$ cat config.mk
export PLATFORM = sky130hd
export DESIGN_NAME = spike_rate_decoder
export DESIGN_NICKNAME = d
export VERILOG_FILES = /design/src/rtl/spike_rate_decoder.sv
export SDC_FILE = /design/constraint.sdc
export NUM_CORES = 1
export LEC_CHECK = 0
export BUFFER_PORTS_ARGS = -buffer_cell sky130_fd_sc_hd__buf_2
export CAP_MARGIN = 20
export CORE_MARGIN = 3
export CORE_UTILIZATION = 54
export CTS_CLUSTER_SIZE = 28
export DETAILED_ROUTE_END_ITERATION = 16
export PLACE_DENSITY = 0.82
export SKIP_CTS_REPAIR_TIMING = 1
export SKIP_LAST_GASP = 1
export SLEW_MARGIN = 20
export SYNTH_ARGS = -nofsm -noshare
export SYNTH_HDL_FRONTEND = slang
export SYNTH_SLANG_ARGS = --single-unit
$ cat constraint.sdc
create_clock -name clk -period 2.95 [get_ports clk]
set_input_delay 0.1475 -clock clk [delete_from_list [all_inputs] [get_ports clk]]
set_output_delay 0.1475 -clock clk [all_outputs]
set_load 0.02 [all_outputs]
$ cat src/rtl/spike_rate_decoder.sv
// Spike rate decoder: counts rising edges of spike_in over WINDOW_CYCLES enabled cycles and
// presents each count through a one-entry valid/ready buffer. Define SPIKE_ISI_EN to add isi_out.
module spike_rate_decoder #(
  parameter int WINDOW_CYCLES = 256,
  parameter int COUNT_W       = 8
) (
  input  logic               clk,
  input  logic               reset,
  input  logic               enable,
  input  logic               spike_in,
  output logic [COUNT_W-1:0] rate_out,
  output logic               rate_valid,
  input  logic               rate_ready,
`ifdef SPIKE_ISI_EN
  output logic               overflow,
  output logic [15:0]        isi_out
`else
  output logic               overflow
`endif
);

  localparam int WIN_W = (WINDOW_CYCLES > 2) ? $clog2(WINDOW_CYCLES) : 1;
  localparam logic [WIN_W-1:0]   WIN_LAST = WIN_W'(WINDOW_CYCLES - 1);
  localparam logic [COUNT_W-1:0] CNT_MAX  = '1;

  logic               r_spikePrev;
  logic [WIN_W-1:0]   r_winCnt;
  logic [COUNT_W-1:0] r_spkCnt;
  logic [COUNT_W-1:0] r_rate;
  logic               r_valid;
  logic               r_overflow;

  logic               w_event;
  logic               w_terminal;
  logic [COUNT_W-1:0] w_spkNext;

  assign w_event    = spike_in & ~r_spikePrev & enable;
  assign w_terminal = enable & (r_winCnt == WIN_LAST);
  // The terminal cycle's own event must land in the result being latched.
  assign w_spkNext  = (w_event && (r_spkCnt != CNT_MAX)) ? r_spkCnt + 1'b1 : r_spkCnt;

  always_ff @(posedge clk) begin
    if (reset) begin
      r_spikePrev <= 1'b0;
      r_winCnt    <= '0;
      r_spkCnt    <= '0;
      r_rate      <= '0;
      r_valid     <= 1'b0;
      r_overflow  <= 1'b0;
    end else begin
      r_spikePrev <= spike_in;
      if (enable) begin
        if (w_terminal) begin
          r_winCnt <= '0;
          r_spkCnt <= '0;
        end else begin
          r_winCnt <= r_winCnt + 1'b1;
          r_spkCnt <= w_spkNext;
        end
      end
      // A full buffer that is not being drained loses the new result.
      if (w_terminal) begin
        if (!r_valid || rate_ready) begin
          r_rate  <= w_spkNext;
          r_valid <= 1'b1;
        end else begin
          r_overflow <= 1'b1;
        end
      end else if (r_valid && rate_ready) begin
        r_valid <= 1'b0;
      end
    end
  end

  assign rate_out   = r_rate;
  assign rate_valid = r_valid;
  assign overflow   = r_overflow;

`ifdef SPIKE_ISI_EN
  logic [15:0] r_isiCnt;
  logic [15:0] r_isiOut;
  logic        r_isiArmed;

  // The first event after reset only starts the interval measurement.
  always_ff @(posedge clk) begin
    if (reset) begin
      r_isiCnt   <= '0;
      r_isiOut   <= '0;
      r_isiArmed <= 1'b0;
    end else if (w_event) begin
      r_isiCnt   <= 16'd1;
      r_isiArmed <= 1'b1;
      if (r_isiArmed) begin
        r_isiOut <= r_isiCnt;
      end
    end else if (enable && (r_isiCnt != 16'hFFFF)) begin
      r_isiCnt <= r_isiCnt + 16'd1;
    end
  end

  assign isi_out = r_isiOut;
`endif

endmodule

==> results.sh, run 1 <==
export IMPL_status="finished clean"
export IMPL_start_kind="register"
export IMPL_drtIter0Drc=17
export IMPL_critPathKind="register to register"
export IMPL_fin_crit_ps=1750
export IMPL_routed_via_density=5.611
export IMPL_layout_cells_non_filler=167
export IMPL_clock_latency_ps=310
export IMPL_die_area_um2=2772
export IMPL_wire_per_inst_um=13.72
export IMPL_timing_final_max_slew_violations=0
export IMPL_overflow=0
export IMPL_synth_seq_cells=27
export IMPL_clk_pin_slew_worst_paths_ps=130
export IMPL_required_ps=3170
export IMPL_setup_violations=0
export IMPL_setup_worst_path_start="r_winCnt[0]$_SDFFE_PP0P_"
export IMPL_core_area_um2=2002
export IMPL_synth_top_family_by_area="simple AND/OR/NAND/NOR gates"
export IMPL_clockBufferDepth=2
export IMPL_antenna_found_initial=0
export IMPL_grt_pass1_vias=874
export IMPL_synthCells=125
export IMPL_grt_util_all_layers=0.1868
export IMPL_r2r_end="rate_out[7]$_SDFFE_PP0P_"
export IMPL_drtAntennaViolNets=0
export IMPL_ys_seq_area_frac=0.4601
export IMPL_gp_congestion=0.7840
export IMPL_r2r_start="r_winCnt[0]$_SDFFE_PP0P_"
export IMPL_max_slew_worst_pin_slew_ps=392.8
export IMPL_cts_tree="built"
export IMPL_cts_root_buf="clkbuf_4"
export IMPL_syn_to_final_growth_pct=9.691
export IMPL_num_rows=16
export IMPL_p_per_area_nw_per_um2=428.5
export IMPL_synth_nets=132
export IMPL_hold_viol=0
export IMPL_layout_nets=148
export IMPL_ys_warn_count=0
export IMPL_initial_core_util=0.5869
export IMPL_endpoint_kind="register"
export IMPL_timing_final_ws_setup_ps=1200
export IMPL_num_vias=937
export IMPL_cts_max_level=1
export IMPL_wirelength_um=2291
export IMPL_synth_distinct_cells=35
export IMPL_yosys_top_cells_area="dfxtp_1 46%, nor2_1 7.0%, mux2i_1 6.0%, nand2b_1 4.8%, xor2_1 3.7%"
export IMPL_synth_xor_area_frac=0.05218
export IMPL_grt_first_pass_wirelength_um=3822
export IMPL_drc_errors=0
export IMPL_p_leak_nw=0.5146
export IMPL_synth_adder_area_share=0.02130
export IMPL_rsz0062_at_grt="false"
export IMPL_top_level_ports=15
export IMPL_syn_cell_area_um2=1175
export IMPL_numCtsBuffers=3
export IMPL_yosysTopAreaCellShare=0.4601
export IMPL_synth_simple_gate_area_frac=0.3014
export IMPL_dp_hpwl_um=1743
export IMPL_skew_ps=2.578
export IMPL_irDropWorstVdd_mv=0.3295
export IMPL_diodes=0
export IMPL_place_ws_ps=1252
export IMPL_min_path_type="input port to register"
export IMPL_reg2reg_depth=5
export IMPL_synth_compound_area_share=0.08839
export IMPL_firstDrtPassIters=4
export IMPL_dieWidth_um=52.65
export IMPL_synth_mux_area_frac=0.05964
export IMPL_timing_final_crit_share=0.5932
export IMPL_relSlewSlack=0.7373
export IMPL_clock_sinks=27
export IMPL_synth_top_area_cell="dfxtp_1"
export IMPL_max_cap_viol_count=0
export IMPL_setup_tns_ps=0
export IMPL_crit_fanout=9
export IMPL_layout_drive_gt1_share=0.1571
export IMPL_grt_start_max_net_pins=19
export IMPL_r2r_slack_ps=1200
export IMPL_syn_area_per_cell_um2=9.399
export IMPL_io_buffers=14
export IMPL_arrival_ps=1970
export IMPL_endpoint="rate_out[7]$_SDFFE_PP0P_"
export IMPL_dp_cells=163
export IMPL_die_h_um=52.65
export IMPL_max_freq_mhz=571.4
-- synth_stat cells, drive strengths merged --
cell      n
a211oi    2
a21oi     1
a31oi     1
and3      2
and3b     1
and4      1
buf       2
clkbuf    1
dfxtp    27
ha        2
inv       1
mux2i     7
nand2     8
nand2b   10
nand3     2
nand4     8
nand4b    1
nor2     22
nor2b     2
nor3      3
nor3b     1
nor4      1
o2111ai   1
o21ai     4
o22ai     5
o31a      1
o32ai     1
xnor2     2
xor2      5
-- kinds of logic after synthesis --
kind of cell             after synthesis
AO/OA/AOI/OAI                         16
XOR/XNOR                               7
adder cells (fa/ha/maj)                2
buffers and inverters                  4
flip-flops                            27
multiplexers                           7
AND/OR/NAND/NOR                       62
-- state kept, by name, indices dropped and copies added, names as in the netlist --
register,count
rate_valid,1
r_spikePrev,1
r_spkCnt,8
overflow,1
r_winCnt,8
rate_out,8
-- power by group --
part | leakage (nW) | switching [mW] | internal, mW
Combinational | 0.281 | 0.0151 | 0.0116
Sequential | 0.218 | 0.00520 | 0.369
Clock | 0.0150 | 0.0981 | 0.0527
Total | 0.515 | 0.118 | 0.434
-- per-layer routing --
| metal | wire length [um] | track usage | part of all wire |
|---|---|---|---|
| met1 | 1045 | 0.2337 | 0.46 |
| met2 | 1178 | 0.3182 | 0.51 |
| met3 | 53 | 0.03419 | 0.023 |
| met4 | 13 | 0.06383 | 0.0057 |
| met5 | 0 | 0 | 0 |
-- placed cells by master, fill, tap and decap left out, drive strengths merged, types with 2 or more instances in the layout --
master / n
dfxtp: 27
nor2: 22
buf: 14
nand2b: 10
nand2: 8
nand4: 8
mux2i: 7
o22ai: 5
xor2: 5
o21ai: 4
clkbuf: 4
nor3: 3
nor2b: 2
nand3: 2
and3: 2
a211oi: 2
xnor2: 2
ha: 2
-- how the worst min path moves through the flow --
stage	startpoint	endpoint	slack, ps	cells after the start
3_3_place_gp	spike_in	r_spikePrev$_SDFF_PP0_	400	2
4_1_cts	spike_in	r_spikePrev$_SDFF_PP0_	80	2
3_5_place_dp	spike_in	r_spikePrev$_SDFF_PP0_	410	2
5_1_grt	spike_in	r_spikePrev$_SDFF_PP0_	70	2
6_report	spike_in	r_spikePrev$_SDFF_PP0_	80	2
2_1_floorplan	reset	r_spikePrev$_SDFF_PP0_	220	1
-- critical path: stages, from the launching register on --
cell and delay, ps:
dfxtp_1 410, ha_1 210, nand4_1 190, nor3_4 370
nand2b_2 180, o32ai_1 310
-- area by class of cell --
type | instances | area [um^2]
repair buffers | 14 | 70.07
flip-flops and latches | 27 | 540.5
multi-input cells | 94 | 614.3
clock buffers | 4 | 26.28
fillers | 180 | 713.2
inverters | 1 | 3.754
well taps | 27 | 33.78
-- metrics by stage --
step | hold WS (ps) | util | cell area (um^2) | total power, mW
global route | 67.26 | 0.6438 | 1289 | 0.5758
CTS | 76.90 | 0.6438 | 1289 | 0.5585
global placement | 402.8 | 0.6306 | 1262 | 0.4077
finish | 84.71 | 0.6438 | 1289 | 0.5522
floorplan | 219.1 | - | 1175 | 0.4020
detailed placement | 408.6 | 0.6306 | 1262 | 0.4094
No activity file was read; power rests on OpenSTA's default activity.
==> inputs of run 2 (changes only) <==
- clock period: 2.95 -> 1.8 ns (I/O delays scaled with it)
==> results.sh, run 2 (synthesized netlist as in run 1, its figures left out) <==
export IMPL_pwr_share_comb=0.049
export IMPL_p_int_mw=0.7113
export IMPL_relSlewSlack=0.7186
export IMPL_setup_worst_path_start="r_spkCnt[0]$_SDFFE_PP0P_"
export IMPL_met3_usage=0.02849
export IMPL_core_area_um2=2002
export IMPL_num_vias=928
export IMPL_busiest_layer="met2"
export IMPL_drtAntennaViolNets=0
export IMPL_seq_power_share=0.676
export IMPL_dieWidth_um=52.65
export IMPL_endpoint_kind="register"
export IMPL_max_slew_worst_pin_slew_ps=418.2
export IMPL_cts_tree="built"
export IMPL_rsz0062_at_grt="false"
export IMPL_reg2reg_depth=5
export IMPL_grt_util_all_layers=0.1783
export IMPL_routed_via_density=5.524
export IMPL_p_leak_nw=0.5180
export IMPL_slowest_stage="dfxtp_1"
export IMPL_initial_core_util=0.5869
export IMPL_die_h_um=52.65
export IMPL_r2r_end="rate_out[1]$_SDFFE_PP0P_"
export IMPL_wirelength_um=2250
export IMPL_setup_violations=0
export IMPL_max_freq_mhz=637.8
export IMPL_setup_tns_ps=0
export IMPL_grt_util_met1=0.2137
export IMPL_max_cap_viol_count=0
export IMPL_top_level_ports=15
export IMPL_r2r_slack_ps=230
export IMPL_firstDrtPassIters=4
export IMPL_hold_viol=0
export IMPL_p_per_area_nw_per_um2=697.9
export IMPL_num_rows=16
export IMPL_cts_max_level=1
export IMPL_clockBufferDepth=2
export IMPL_arrival_ps=1780
export IMPL_fin_crit_ps=1568
export IMPL_layout_nets=149
export IMPL_p_total_mw=0.9090
export IMPL_mostFrequentLayoutCells="27 x dfxtp_1, 22 x nor2_1, 14 x buf_2, 9 x nand2b_1, 8 x nand2_1"
export IMPL_clock_sinks=27
export IMPL_dp_hpwl_um=1770
export IMPL_wire_per_inst_um=13.39
export IMPL_whs_endpoint="r_spikePrev$_SDFF_PP0_"
export IMPL_required_ps=2010
export IMPL_final_common_cell="dfxtp_1"
export IMPL_power_frac_clock=0.275
export IMPL_diodes=0
export IMPL_clock_latency_ps=310
export IMPL_r2r_start="r_spkCnt[0]$_SDFFE_PP0P_"
export IMPL_globalRouteMet2Util=0.3264
export IMPL_cts_root_buf="clkbuf_4"
export IMPL_critPathKind="register to register"
export IMPL_timing_final_max_slew_violations=0
export IMPL_timing_final_ws_setup_ps=232.1
export IMPL_status="finished clean"
export IMPL_grt_pass1_vias=885
export IMPL_nFillCells=177
export IMPL_crit_fanout=5
export IMPL_hold_depth=2
export IMPL_die_area_um2=2772
export IMPL_clk_pin_slew_worst_paths_ps=140
export IMPL_syn_to_final_growth_pct=10.86
export IMPL_antenna_found_initial=0
export IMPL_drtIter0Drc=13
export IMPL_drc_errors=0
export IMPL_timing_final_crit_share=0.8710
export IMPL_slowest_delay_ps=460
export IMPL_swShare=0.2175
export IMPL_gp_congestion=0.8199
export IMPL_irDropWorstVdd_mv=0.5066
export IMPL_grt_first_pass_wirelength_um=3712
export IMPL_io_buffers=14
export IMPL_place_ws_ps=150.8
export IMPL_layout_drive_gt1_share=0.1773
export IMPL_start_kind="register"
export IMPL_numCtsBuffers=3
export IMPL_crit_path_cell_trace="ha_2 -> nand3_1 -> o21ai_2 -> mux2i_1 -> a211oi_1"
export IMPL_grt_start_max_net_pins=19
export IMPL_min_path_type="input port to register"
export IMPL_skew_ps=9.813
export IMPL_hold_start="spike_in"
export IMPL_p_switching_mw=0.1977
export IMPL_overflow=0
run 2: changes by cell type in the layout (fill, tap and decap cells not counted):
cell,before,now
o21ai_2,0,1
ha_2,0,1
ha_1,2,1
o21ai_1,1,0
buf_4,0,1
run 2: layer usage:
metal | up-vias | part of all wire | wire (um)
met5 | - | 0 | 0
met4 | 0 | 0.0053 | 12
met3 | 2 | 0.017 | 39
met2 | 6 | 0.52 | 1161
met1 | 440 | 0.46 | 1035
li1 | 480 | - | -
run 2: area by class of cell:
type                    instances  area, um^2  area share
clock buffers                   4       26.28     0.02017
inverters                       1       3.754    0.002882
multi-input cells              94       620.6      0.4765
flip-flops and latches         27       540.5      0.4150
well taps                      27       33.78     0.02594
repair buffers                 15       77.57     0.05956
run 2: power by group through the flow:
| stage | Combinational [mW] | Sequential, mW | Clock (mW) |
|---|---|---|---|
| after floorplan | 0.0336 | 0.625 | 0 |
| after detailed placement | 0.0441 | 0.627 | 0 |
| final | 0.0447 | 0.614 | 0.250 |
| after global routing | 0.0506 | 0.615 | 0.277 |
| after global placement | 0.0421 | 0.626 | 0 |
| after CTS | 0.0445 | 0.614 | 0.250 |
run 2: worst max path at each step:
stage	endpoint	slack [ps]	depth (start not counted)
after floorplan	rate_out[7]$_SDFFE_PP0P_	370	5
after global placement	rate_out[1]$_SDFFE_PP0P_	160	5
after detailed placement	rate_out[1]$_SDFFE_PP0P_	150	5
after CTS	rate_out[1]$_SDFFE_PP0P_	130	5
after global routing	rate_out[1]$_SDFFE_PP0P_	50	5
final	rate_out[1]$_SDFFE_PP0P_	230	5
run 2: worst max-delay path, delay by kind of cell, from the launching register on:
| family | cells | cell delay (ps) |
|---|---|---|
| DFF | 1 | 460 |
| AOI/OAI and AO/OA | 2 | 310 |
| adders and majority gates | 1 | 270 |
| muxes | 1 | 260 |
| and+or+nand+nor | 1 | 170 |
run 2: stage by stage:
| stage | hold slack [ps] | instance area [um^2] | cells | utilization |
|---|---|---|---|---|
| 3_5_place_dp | 346.2 | 1270 | 164 | 0.6344 |
| 6_report | 24.91 | 1303 | 168 | 0.6506 |
| 2_1_floorplan | 161.6 | 1175 | 125 | - |
| 3_3_place_gp | 345.9 | 1270 | 164 | 0.6344 |
| 4_1_cts | 19.31 | 1296 | 168 | 0.6475 |
| 5_1_grt | 17.00 | 1303 | 168 | 0.6506 |
==> inputs of run 3 (changes only) <==
- CELL_PAD_IN_SITES_DETAIL_PLACEMENT: not set -> 0
- CELL_PAD_IN_SITES_GLOBAL_PLACEMENT: not set -> 1
- CORE_UTILIZATION: 54 -> 42
- PLACE_DENSITY: 0.82 -> 0.83
- SKIP_CTS_REPAIR_TIMING: 1 -> not set
==> results.sh, run 3 (synthesized netlist as in run 1, its figures left out) <==
export IMPL_status="finished clean"
export IMPL_die_area_um2=3468
export IMPL_slowest_stage="dfxtp_1"
export IMPL_initial_core_util=0.4576
export IMPL_crit_buf_inv=0
export IMPL_p_switching_mw=0.2075
export IMPL_core_area_um2=2567
export IMPL_layout_drive_gt1_share=0.1736
export IMPL_hold_viol=0
export IMPL_timing_final_crit_share=0.8783
export IMPL_fin_crit_ps=1581
export IMPL_relSlewSlack=0.7547
export IMPL_hold_depth=3
export IMPL_arrival_ps=1780
export IMPL_grt_pass1_vias=896
export IMPL_drtAntennaViolNets=0
export IMPL_max_freq_mhz=632.6
export IMPL_final_common_cell="dfxtp_1"
export IMPL_start_kind="register"
export IMPL_mostFrequentLayoutCells="27 x dfxtp_1, 22 x nor2_1, 14 x buf_2, 9 x nand2b_1, 8 x nand2_1"
export IMPL_pwr_share_comb=0.052
export IMPL_whs_endpoint="rate_valid$_SDFFE_PP0P_"
export IMPL_endpoint_kind="register"
export IMPL_postLayoutCoreUtil=0.5161
export IMPL_io_buffers=14
export IMPL_rsz0062_at_grt="false"
export IMPL_p_per_area_nw_per_um2=696.5
export IMPL_skew_ps=14.80
export IMPL_num_vias=946
export IMPL_routed_via_density=5.437
export IMPL_die_h_um=58.89
export IMPL_grt_start_max_net_pins=19
export IMPL_drc_errors=0
export IMPL_top_level_ports=15
export IMPL_cts_tree="built"
export IMPL_grt_first_pass_wirelength_um=4119
export IMPL_swShare=0.2248
export IMPL_r2r_end="rate_out[1]$_SDFFE_PP0P_"
export IMPL_cts_max_level=1
export IMPL_crit_path_cell_trace="ha_1 -> nand3_1 -> o21ai_1 -> mux2i_1 -> a211oi_1"
export IMPL_syn_to_final_growth_pct=12.78
export IMPL_clk_pin_slew_worst_paths_ps=130
export IMPL_p_leak_nw=0.5338
export IMPL_wire_per_inst_um=13.60
export IMPL_min_path_type="input port to register"
export IMPL_p_int_mw=0.7154
export IMPL_wirelength_um=2367
export IMPL_seq_power_share=0.665
export IMPL_clock_sinks=27
export IMPL_setup_violations=0
export IMPL_max_slew_worst_pin_slew_ps=364.6
export IMPL_firstDrtPassIters=4
export IMPL_dp_hpwl_um=1772
export IMPL_clockBufferDepth=2
export IMPL_place_ws_ps=210.6
export IMPL_max_cap_viol_count=0
export IMPL_dieWidth_um=58.89
export IMPL_gp_congestion=0.8387
export IMPL_r2r_start="r_spkCnt[1]$_SDFFE_PP0P_"
export IMPL_timing_final_ws_setup_ps=219.1
export IMPL_critPathKind="register to register"
export IMPL_irDropWorstVdd_mv=0.3841
export IMPL_cts_root_buf="clkbuf_4"
export IMPL_layout_nets=152
export IMPL_numCtsBuffers=3
export IMPL_cp_top_family="flip-flops"
export IMPL_r2r_slack_ps=220
export IMPL_setup_tns_ps=0
export IMPL_grt_util_all_layers=0.1525
export IMPL_diodes=0
export IMPL_required_ps=2000
export IMPL_crit_fanout=5
export IMPL_slowest_delay_ps=450
export IMPL_hold_start="rate_ready"
export IMPL_reg2reg_depth=5
export IMPL_antenna_found_initial=0
export IMPL_power_frac_clock=0.282
export IMPL_timing_final_max_slew_violations=0
export IMPL_overflow=0
export IMPL_num_rows=18
export IMPL_clock_latency_ps=320
export IMPL_drtIter0Drc=52
-- run 3: changes by cell type in the layout (fill, tap and decap cells not counted), sizes merged --
cell         previous run  this run
buf                    15        17
dlygate4sd3             0         1
-- run 3: cell type report --
type | count | area [um^2]
Multi-Input combinational cell | 94 | 614.3
Inverter | 1 | 3.754
Fill cell | 255 | 1242
Sequential cell | 27 | 540.5
Timing Repair Buffer | 18 | 102.6
Tap cell | 30 | 37.54
Clock buffer | 4 | 26.28
-- run 3: worst min-delay path, cell delays in order --
cell and delay, ps:
buf_2 80, nand2b_1 120, a21oi_1 70
-- run 3: layer usage --
metal,part of all wire,track usage
met5,0,0
met4,0.014,0.04854
met3,0.040,0.03070
met2,0.45,0.2334
met1,0.50,0.2146
-- run 3: worst max path at each step --
stage / from / end / slack [ps] / depth (start not counted)
6_report: r_spkCnt[1]$_SDFFE_PP0P_ / rate_out[1]$_SDFFE_PP0P_ / 220 / 5
5_1_grt: r_spkCnt[1]$_SDFFE_PP0P_ / rate_out[1]$_SDFFE_PP0P_ / 50 / 5
4_1_cts: r_spkCnt[0]$_SDFFE_PP0P_ / rate_out[1]$_SDFFE_PP0P_ / 200 / 5
3_5_place_dp: r_spkCnt[0]$_SDFFE_PP0P_ / rate_out[1]$_SDFFE_PP0P_ / 210 / 5
3_3_place_gp: r_spkCnt[0]$_SDFFE_PP0P_ / rate_out[1]$_SDFFE_PP0P_ / 300 / 5
2_1_floorplan: r_winCnt[0]$_SDFFE_PP0P_ / rate_out[7]$_SDFFE_PP0P_ / 370 / 5
-- run 3: repair_timing --
action | 4_1_cts | 5_1_grt
hold endpoints to repair | 0 | 1
setup endpoints to repair | 0 | 0
gates resized for setup | 0 | 0
hold buffers | 0 | 1
setup buffers | 0 | 0
-- run 3: power by group through the flow --
stage | clock [mW] | sequential, mW | combinational, mW
2_1_floorplan | 0 | 0.625 | 0.0336
6_report | 0.261 | 0.614 | 0.0483
3_3_place_gp | 0 | 0.626 | 0.0465
3_5_place_dp | 0 | 0.627 | 0.0469
5_1_grt | 0.302 | 0.615 | 0.0551
4_1_cts | 0.266 | 0.614 | 0.0471
-- run 3: per-stage QoR --
step,area (um^2),hold slack [ps],cells,total power [mW]
after detailed placement,1289,349.5,169,0.6739
after global routing,1325,83.70,174,0.9725
after global placement,1289,345.9,169,0.6727
final,1325,86.79,174,0.9229
after CTS,1315,2.588,173,0.9269
after floorplan,1175,161.6,125,0.6588
